==> src/rtl/neo_video_pkg.sv <==
// rtl/neo_video_pkg.sv - shared NeoGeo raster timing, pixel type and sync polarity
// Contents: default timing localparams (*_DEF), derived totals, rgb888_t,
// sync polarity constants, and the colour-bar lookup used by the optional
// NEO_TIMING_TEST_PATTERN_EN source.
package neo_video_pkg;

    localparam int CE_DIV_DEF   = 16;
    localparam int H_ACTIVE_DEF = 320;
    localparam int H_FP_DEF     = 16;
    localparam int H_SYNC_DEF   = 32;
    localparam int H_BP_DEF     = 16;
    localparam int H_TOTAL_DEF  = H_ACTIVE_DEF + H_FP_DEF + H_SYNC_DEF + H_BP_DEF;
    localparam int V_ACTIVE_DEF = 224;
    localparam int V_FP_DEF     = 8;
    localparam int V_SYNC_DEF   = 8;
    localparam int V_BP_DEF     = 24;
    localparam int V_TOTAL_DEF  = V_ACTIVE_DEF + V_FP_DEF + V_SYNC_DEF + V_BP_DEF;

    localparam logic HS_ACTIVE = 1'b0;
    localparam logic HS_IDLE   = 1'b1;
    localparam logic VS_ACTIVE = 1'b1;
    localparam logic VS_IDLE   = 1'b0;

    typedef struct packed {
        logic [7:0] r;
        logic [7:0] g;
        logic [7:0] b;
    } rgb888_t;

    // Eight 40-pixel bars. x[8:3] is x/8, so bar n starts where x[8:3] reaches 5*n;
    // counting thresholds crossed avoids a divider.
    // Bar order white..black maps onto idx bits: r=~idx[1], g=~idx[2], b=~idx[0].
    function automatic rgb888_t bar_colour(input logic [8:0] x);
        logic [5:0] xq;
        logic [2:0] idx;
        xq  = x[8:3];
        idx = 3'd0;
        for (int i = 1; i < 8; i++) begin
            if (xq >= 6'(5 * i)) begin
                idx = idx + 3'd1;
            end
        end
        bar_colour.r = {8{~idx[1]}};
        bar_colour.g = {8{~idx[2]}};
        bar_colour.b = {8{~idx[0]}};
    endfunction

endpackage

==> src/rtl/neo_raster_counter.sv <==
// rtl/neo_raster_counter.sv - pixel clock-enable divider and h/v raster counters
// Ports: clk_in, reset (async, active high); ce (one clock in CE_DIV);
// h_cnt/v_cnt (current raster position); h_wrap/v_wrap (end-of-line/frame on ce).
module neo_raster_counter #(
    parameter int CE_DIV  = 16,
    parameter int H_TOTAL = 384,
    parameter int V_TOTAL = 264
) (
    input  logic       clk_in,
    input  logic       reset,
    output logic       ce,
    output logic [8:0] h_cnt,
    output logic [8:0] v_cnt,
    output logic       h_wrap,
    output logic       v_wrap
);

    localparam int CW = $clog2(CE_DIV);

    logic [CW-1:0] ce_cnt;

    assign ce     = (ce_cnt == CW'(CE_DIV - 1));
    assign h_wrap = ce && (h_cnt == 9'(H_TOTAL - 1));
    assign v_wrap = h_wrap && (v_cnt == 9'(V_TOTAL - 1));

    always_ff @(posedge clk_in or posedge reset) begin
        if (reset) begin
            ce_cnt <= '0;
            h_cnt  <= '0;
            v_cnt  <= '0;
        end else begin
            ce_cnt <= ce ? '0 : ce_cnt + CW'(1);
            if (ce) begin
                h_cnt <= h_wrap ? 9'd0 : h_cnt + 9'd1;
                if (h_wrap) begin
                    v_cnt <= v_wrap ? 9'd0 : v_cnt + 9'd1;
                end
            end
        end
    end

endmodule

==> src/rtl/neo_video_timing_gen.sv <==
// rtl/neo_video_timing_gen.sv - NeoGeo raster source: pixel fetch plus registered RGB/hs/vs/de
// Ports: clk_in, reset (async, active high); pix_req/pix_x/pix_y fetch request,
// pix_data {r,g,b} reply; test_pattern (only with NEO_TIMING_TEST_PATTERN_EN);
// out_r/out_g/out_b, out_hs (active low), out_vs (active high), out_de (one-clock
// strobe per pixel), frame_start (one clock on vsync assertion).
module neo_video_timing_gen
    import neo_video_pkg::*;
#(
    parameter int CE_DIV   = CE_DIV_DEF,
    parameter int H_ACTIVE = H_ACTIVE_DEF,
    parameter int H_FP     = H_FP_DEF,
    parameter int H_SYNC   = H_SYNC_DEF,
    parameter int H_BP     = H_BP_DEF,
    parameter int V_ACTIVE = V_ACTIVE_DEF,
    parameter int V_FP     = V_FP_DEF,
    parameter int V_SYNC   = V_SYNC_DEF,
    parameter int V_BP     = V_BP_DEF
) (
    input  logic        clk_in,
    input  logic        reset,
    output logic        pix_req,
    output logic [8:0]  pix_x,
    output logic [7:0]  pix_y,
    input  logic [23:0] pix_data,
    input  logic        test_pattern,
    output logic [7:0]  out_r,
    output logic [7:0]  out_g,
    output logic [7:0]  out_b,
    output logic        out_hs,
    output logic        out_vs,
    output logic        out_de,
    output logic        frame_start
);

    localparam int H_TOTAL  = H_ACTIVE + H_FP + H_SYNC + H_BP;
    localparam int V_TOTAL  = V_ACTIVE + V_FP + V_SYNC + V_BP;
    localparam int HS_START = H_ACTIVE + H_FP;
    localparam int HS_END   = HS_START + H_SYNC;
    localparam int VS_START = V_ACTIVE + V_FP;
    localparam int VS_END   = VS_START + V_SYNC;

    logic       ce;
    logic [8:0] h_cnt;
    logic [8:0] v_cnt;
    logic       h_wrap_unused;
    logic       v_wrap_unused;

    neo_raster_counter #(
        .CE_DIV (CE_DIV),
        .H_TOTAL(H_TOTAL),
        .V_TOTAL(V_TOTAL)
    ) u_raster (
        .clk_in(clk_in),
        .reset (reset),
        .ce    (ce),
        .h_cnt (h_cnt),
        .v_cnt (v_cnt),
        .h_wrap(h_wrap_unused),
        .v_wrap(v_wrap_unused)
    );

    logic active;
    logic hs_on;
    logic vs_on;

    assign active = (h_cnt < 9'(H_ACTIVE)) && (v_cnt < 9'(V_ACTIVE));
    assign hs_on  = (h_cnt >= 9'(HS_START)) && (h_cnt < 9'(HS_END));
    assign vs_on  = (v_cnt >= 9'(VS_START)) && (v_cnt < 9'(VS_END));

    logic    use_tp;
    rgb888_t src_rgb;

`ifdef NEO_TIMING_TEST_PATTERN_EN
    // Bar colour rides through the fetch stage so it lines up with the sync delay.
    logic    tp_valid;
    rgb888_t tp_rgb;

    always_ff @(posedge clk_in or posedge reset) begin
        if (reset) begin
            tp_valid <= 1'b0;
            tp_rgb   <= '0;
        end else if (ce) begin
            tp_valid <= test_pattern;
            tp_rgb   <= bar_colour(h_cnt);
        end
    end

    assign use_tp  = test_pattern;
    assign src_rgb = tp_valid ? tp_rgb : rgb888_t'(pix_data);
`else
    logic unused_test_pattern;
    assign unused_test_pattern = test_pattern;
    assign use_tp  = 1'b0;
    assign src_rgb = rgb888_t'(pix_data);
`endif

    logic    fetch_valid;
    logic    fetch_hs;
    logic    fetch_vs;
    rgb888_t out_rgb;

    // Fetch stage issues the request and registers what the output stage needs;
    // the output stage captures pix_data a full pixel later, giving the source
    // CE_DIV-1 clocks to answer while keeping rgb/hs/vs/de on one uniform delay.
    always_ff @(posedge clk_in or posedge reset) begin
        if (reset) begin
            pix_req     <= 1'b0;
            pix_x       <= '0;
            pix_y       <= '0;
            fetch_valid <= 1'b0;
            fetch_hs    <= HS_IDLE;
            fetch_vs    <= VS_IDLE;
            out_rgb     <= '0;
            out_hs      <= HS_IDLE;
            out_vs      <= VS_IDLE;
            out_de      <= 1'b0;
            frame_start <= 1'b0;
        end else begin
            pix_req     <= 1'b0;
            out_de      <= 1'b0;
            frame_start <= 1'b0;
            if (ce) begin
                fetch_valid <= active;
                fetch_hs    <= hs_on ? HS_ACTIVE : HS_IDLE;
                fetch_vs    <= vs_on ? VS_ACTIVE : VS_IDLE;
                if (active && !use_tp) begin
                    pix_req <= 1'b1;
                    pix_x   <= h_cnt;
                    pix_y   <= v_cnt[7:0];
                end
                out_rgb     <= fetch_valid ? src_rgb : '0;
                out_de      <= fetch_valid;
                out_hs      <= fetch_hs;
                out_vs      <= fetch_vs;
                frame_start <= (fetch_vs == VS_ACTIVE) && (out_vs == VS_IDLE);
            end
        end
    end

    assign out_r = out_rgb.r;
    assign out_g = out_rgb.g;
    assign out_b = out_rgb.b;

endmodule

==> config.mk <==
export PLATFORM = sky130hd
export DESIGN_NAME = neo_video_timing_gen
export DESIGN_NICKNAME = d
export VERILOG_FILES = /design/src/rtl/neo_video_pkg.sv /design/src/rtl/neo_raster_counter.sv /design/src/rtl/neo_video_timing_gen.sv
export SDC_FILE = /design/constraint.sdc
export NUM_CORES = 1
export LEC_CHECK = 0
export BUFFER_PORTS_ARGS = -buffer_cell sky130_fd_sc_hd__buf_2
export CORE_UTILIZATION = 32
export CTS_CLUSTER_DIAMETER = 40
export CTS_CLUSTER_SIZE = 14
export DETAILED_ROUTE_END_ITERATION = 12
export MAX_ROUTING_LAYER = met4
export SYNTH_ARGS = -nofsm -noshare
export SYNTH_HDL_FRONTEND = slang
export SYNTH_SLANG_ARGS = --single-unit
==> constraint.sdc <==
create_clock -name clk_in -period 5.2 [get_ports clk_in]
set_input_delay 1.04 -clock clk_in [delete_from_list [all_inputs] [get_ports clk_in]]
set_output_delay 1.04 -clock clk_in [all_outputs]
set_load 0.02 [all_outputs]
==> impl_metrics.env <==
export IMPL_p_per_area_nw_per_um2=293
export IMPL_finalCritPeriodShare_pct=44.6
export IMPL_crit_chain="ha_1, nand4_1, nor4_2, nand4_1, mux2i_1"
export IMPL_final_nets=373
export IMPL_min_from="fetch_hs$_DFFE_PP1P_"
export IMPL_hp_class="reg -> reg"
export IMPL_finalMaxSlewViolations=0
export IMPL_grt_pass1_vias=2135
export IMPL_cp_max_fo=13
export IMPL_critPathCaptureType="register"
export IMPL_critPathSlowestCell="nor4_2"
export IMPL_crit_path_end="u_raster.v_cnt[4]$_DFFE_PP0P_"
export IMPL_io_pin_count=73
export IMPL_clockRootBuffer="clkbuf_8"
export IMPL_crit_type="reg -> reg"
export IMPL_port_buffer_count=71
export IMPL_drive_gt1_share_pct=29.7
export IMPL_synth_area_leaders="dfrtp_1 (59%), nand2_1 (8.0%), nand3_1 (5.8%)"
export IMPL_syn_avg_cell_area_sq_um=10.9
export IMPL_fillCellCount=873
export IMPL_insertion_delay_ns=0.34
export IMPL_cp_startpoint="u_raster.ce_cnt[0]$_DFF_PP0_"
export IMPL_wl_per_cell_um=13.3
export IMPL_synth_commonest_cells="dfrtp_1 (69), nand2_1 (63), nand3_1 (34)"
export IMPL_seq_area_frac_synth_pct=60.4
export IMPL_start_util_pct=33.4
export IMPL_num_antenna_cells=0
export IMPL_dr_first_iter_drc_count=95
export IMPL_worstMarginPinSlew_ns=1.12
export IMPL_synth_cells=271
export IMPL_irDropWorstVdd_uv=167
export IMPL_detailed_place_hpwl_mm=3.97
export IMPL_timing_hold_ws_ns=0.455
export IMPL_fin_util_pct=40.7
export IMPL_slew_headroom_pct=24.9
export IMPL_clk_pin_slew_ns=0.07
export IMPL_grt_ovfl_total=0
export IMPL_clk_path_buf_depth=2
export IMPL_total_leakage_power_uw=0.00184
export IMPL_seqCellArea_sq_um=1780
export IMPL_async_flop_share_pct=100
export IMPL_grtUsageMet2_pct=21.1
export IMPL_r2r_cells=5
export IMPL_synth_area_sq_um=2950
export IMPL_dr_total_vias=2158
export IMPL_grt_pass1_wl_mm=10.3
export IMPL_worstReg2RegEnd="u_raster.v_cnt[4]$_DFFE_PP0P_"
export IMPL_yosysMostFrequentCell="dfrtp_1"
export IMPL_routed_via_density=4.74
export IMPL_max_stage_delay_ns=0.92
export IMPL_instances_no_fill=455
export IMPL_grt_max_degree=43
export IMPL_htreeDepth=3
export IMPL_r2r_slack_ns=2.88
export IMPL_firstDrtPassIters=8
export IMPL_hold_viol=0
export IMPL_outcome="finished with violations"
export IMPL_finalSetupTns_ns=0
export IMPL_post_cts_setup_buffers=0
export IMPL_critical_path_startpoint_type="register"
export IMPL_r2r_start="u_raster.ce_cnt[0]$_DFF_PP0_"
export IMPL_gr_usage_met3_pct=3.01
export IMPL_drv_cap=0
export IMPL_core_sq_um=8810
export IMPL_grt_usage_pct=14.1
export IMPL_use_met1_pct=18.1
export IMPL_cts_resized=0
export IMPL_multi_input_comb_area_sq_um=1080
export IMPL_synth_ff_type="dfrtp_1"
export IMPL_antenna_found_initial=0
export IMPL_yosysTopAreaCell="dfrtp_1"
export IMPL_fp_dieH_um=97.9
export IMPL_place_inst=439
export IMPL_ys_warnings_count=0
export IMPL_failed_checks="DRC"
export IMPL_die_area_sq_um=9590
export IMPL_setup_viol=0
export IMPL_worst_ep_required_time_ns=5.46
export IMPL_synth_cell_type_count=35
export IMPL_antenna_left=0
export IMPL_grt_setup_unrepaired="false"
export IMPL_fmax_ghz=0.431
export IMPL_yosys_area_top_type_share_pct=58.6
export IMPL_synth_net_count=302
export IMPL_cts_sinks=71
export IMPL_busiest_layer="met2"
export IMPL_synth_edf_count=0
export IMPL_cts_inserted_buffers=9
export IMPL_holdBufCountCts=0
export IMPL_drc_errors=10
export IMPL_gp_congestion=0.811
export IMPL_drt_wl_total_mm=6.06
export IMPL_num_rows=34
export IMPL_die_w_um=97.9
export IMPL_critPathArrivalTime_ns=2.58
export IMPL_area_delta_synth_final_pct=21.8
export IMPL_fin_skew_ns=0.0127
export IMPL_critPathMostFrequentCell="nand4_1"
export IMPL_period_needed_ns=2.32
export IMPL_synth_seq_cells=71
export IMPL_tritoncts="done"
## flip-flops by register name, summed over array words and instances, names as in the netlist
register	flops
pix_x	9
fetch_valid	1
fetch_vs	1
frame_start	1
out_vs	1
pix_req	1
fetch_hs	1
out_de	1
pix_y	8
out_g	8
out_b	8
u_raster.h_cnt	9
u_raster.v_cnt	9
u_raster.ce_cnt	4
out_r	8
out_hs	1
## cell type report
| cell class | instances | share of cell area (%) |
|---|---|---|
| tap | 108 | 3.77 |
| clock buffer | 12 | 4.05 |
| sequential | 71 | 49.6 |
| multi-input combinational | 179 | 30.0 |
| clock inverter | 4 | 1.26 |
| inverter | 7 | 0.733 |
| timing repair buffer | 74 | 10.5 |
## how the worst min path moves through the flow
| stage | to | cells after the start |
|---|---|---|
| global route | out_hs$_DFFE_PP1P_ | 2 |
| floorplan | out_hs$_DFFE_PP1P_ | 2 |
| detailed placement | out_hs$_DFFE_PP1P_ | 2 |
| global placement | out_hs$_DFFE_PP1P_ | 2 |
| finish | fetch_hs$_DFFE_PP1P_ | 2 |
| CTS | out_hs$_DFFE_PP1P_ | 2 |
## through the flow
step | setup slack (ns) | power, uW | area, sq um
after floorplan | 2.37 | 603 | 2950
after global placement | 2.91 | 627 | 3400
after detailed placement | 2.87 | 628 | 3400
after CTS | 2.85 | 1070 | 3590
after global routing | 2.61 | 1100 | 3590
final | 2.88 | 1050 | 3590
## cell families (layout without fill, tap and decap cells)
logic type               count (synthesis)  count (layout)  share of synthesized area (%)
XOR/XNOR                                11              11                           3.27
adder cells (fa/ha/maj)                  4               4                           1.70
AO/OA/AOI/OAI                           18              18                           4.33
multiplexers                            17              17                           6.41
flip-flops                              71              71                           60.4
buffers and inverters                   21              97                           3.02
AND/OR/NAND/NOR                        129             129                           20.9
## layer usage
metal / part of all wire, % / up-vias / wire [um]
li1: - / 1063 / -
met1: 48 / 1032 / 2930
met2: 45 / 53 / 2720
met3: 4.9 / 10 / 295
met4: 2.0 / 0 / 123
met5: 0 / - / 0
## power by group
part | switching (uW) | total (uW) | internal (uW)
logic | 33.2 | 49.6 | 16.4
clock network | 201 | 433 | 233
registers | 4.63 | 566 | 561
## cell usage in the layout (no fill, tap or decap), types with 2 or more instances in the layout
cell type	instances
mux2i_1	2
o22a_1	3
clkbuf_8	10
and2_1	2
o21ai_0	8
xor2_1	2
nand3_1	34
a21o_1	3
nor2_1	6
dfrtp_1	69
clkinv_2	3
mux2_1	6
nor4_1	2
dfstp_2	2
and3_1	2
clkbuf_1	2
mux2_2	9
buf_2	71
inv_1	6
nand4_1	7
nand2_1	63
nor3_1	3
a21oi_1	2
ha_1	4
or3_1	2
xnor2_1	9
buf_4	3
## worst max-delay path: cells and delay by family, from the launching register on
kind          cells  cell delay, ns
mux               1            0.21
simple gates      3            1.40
fa+ha+maj         1            0.25
flops             1            0.39
Power figures use the tool's default switching activity.
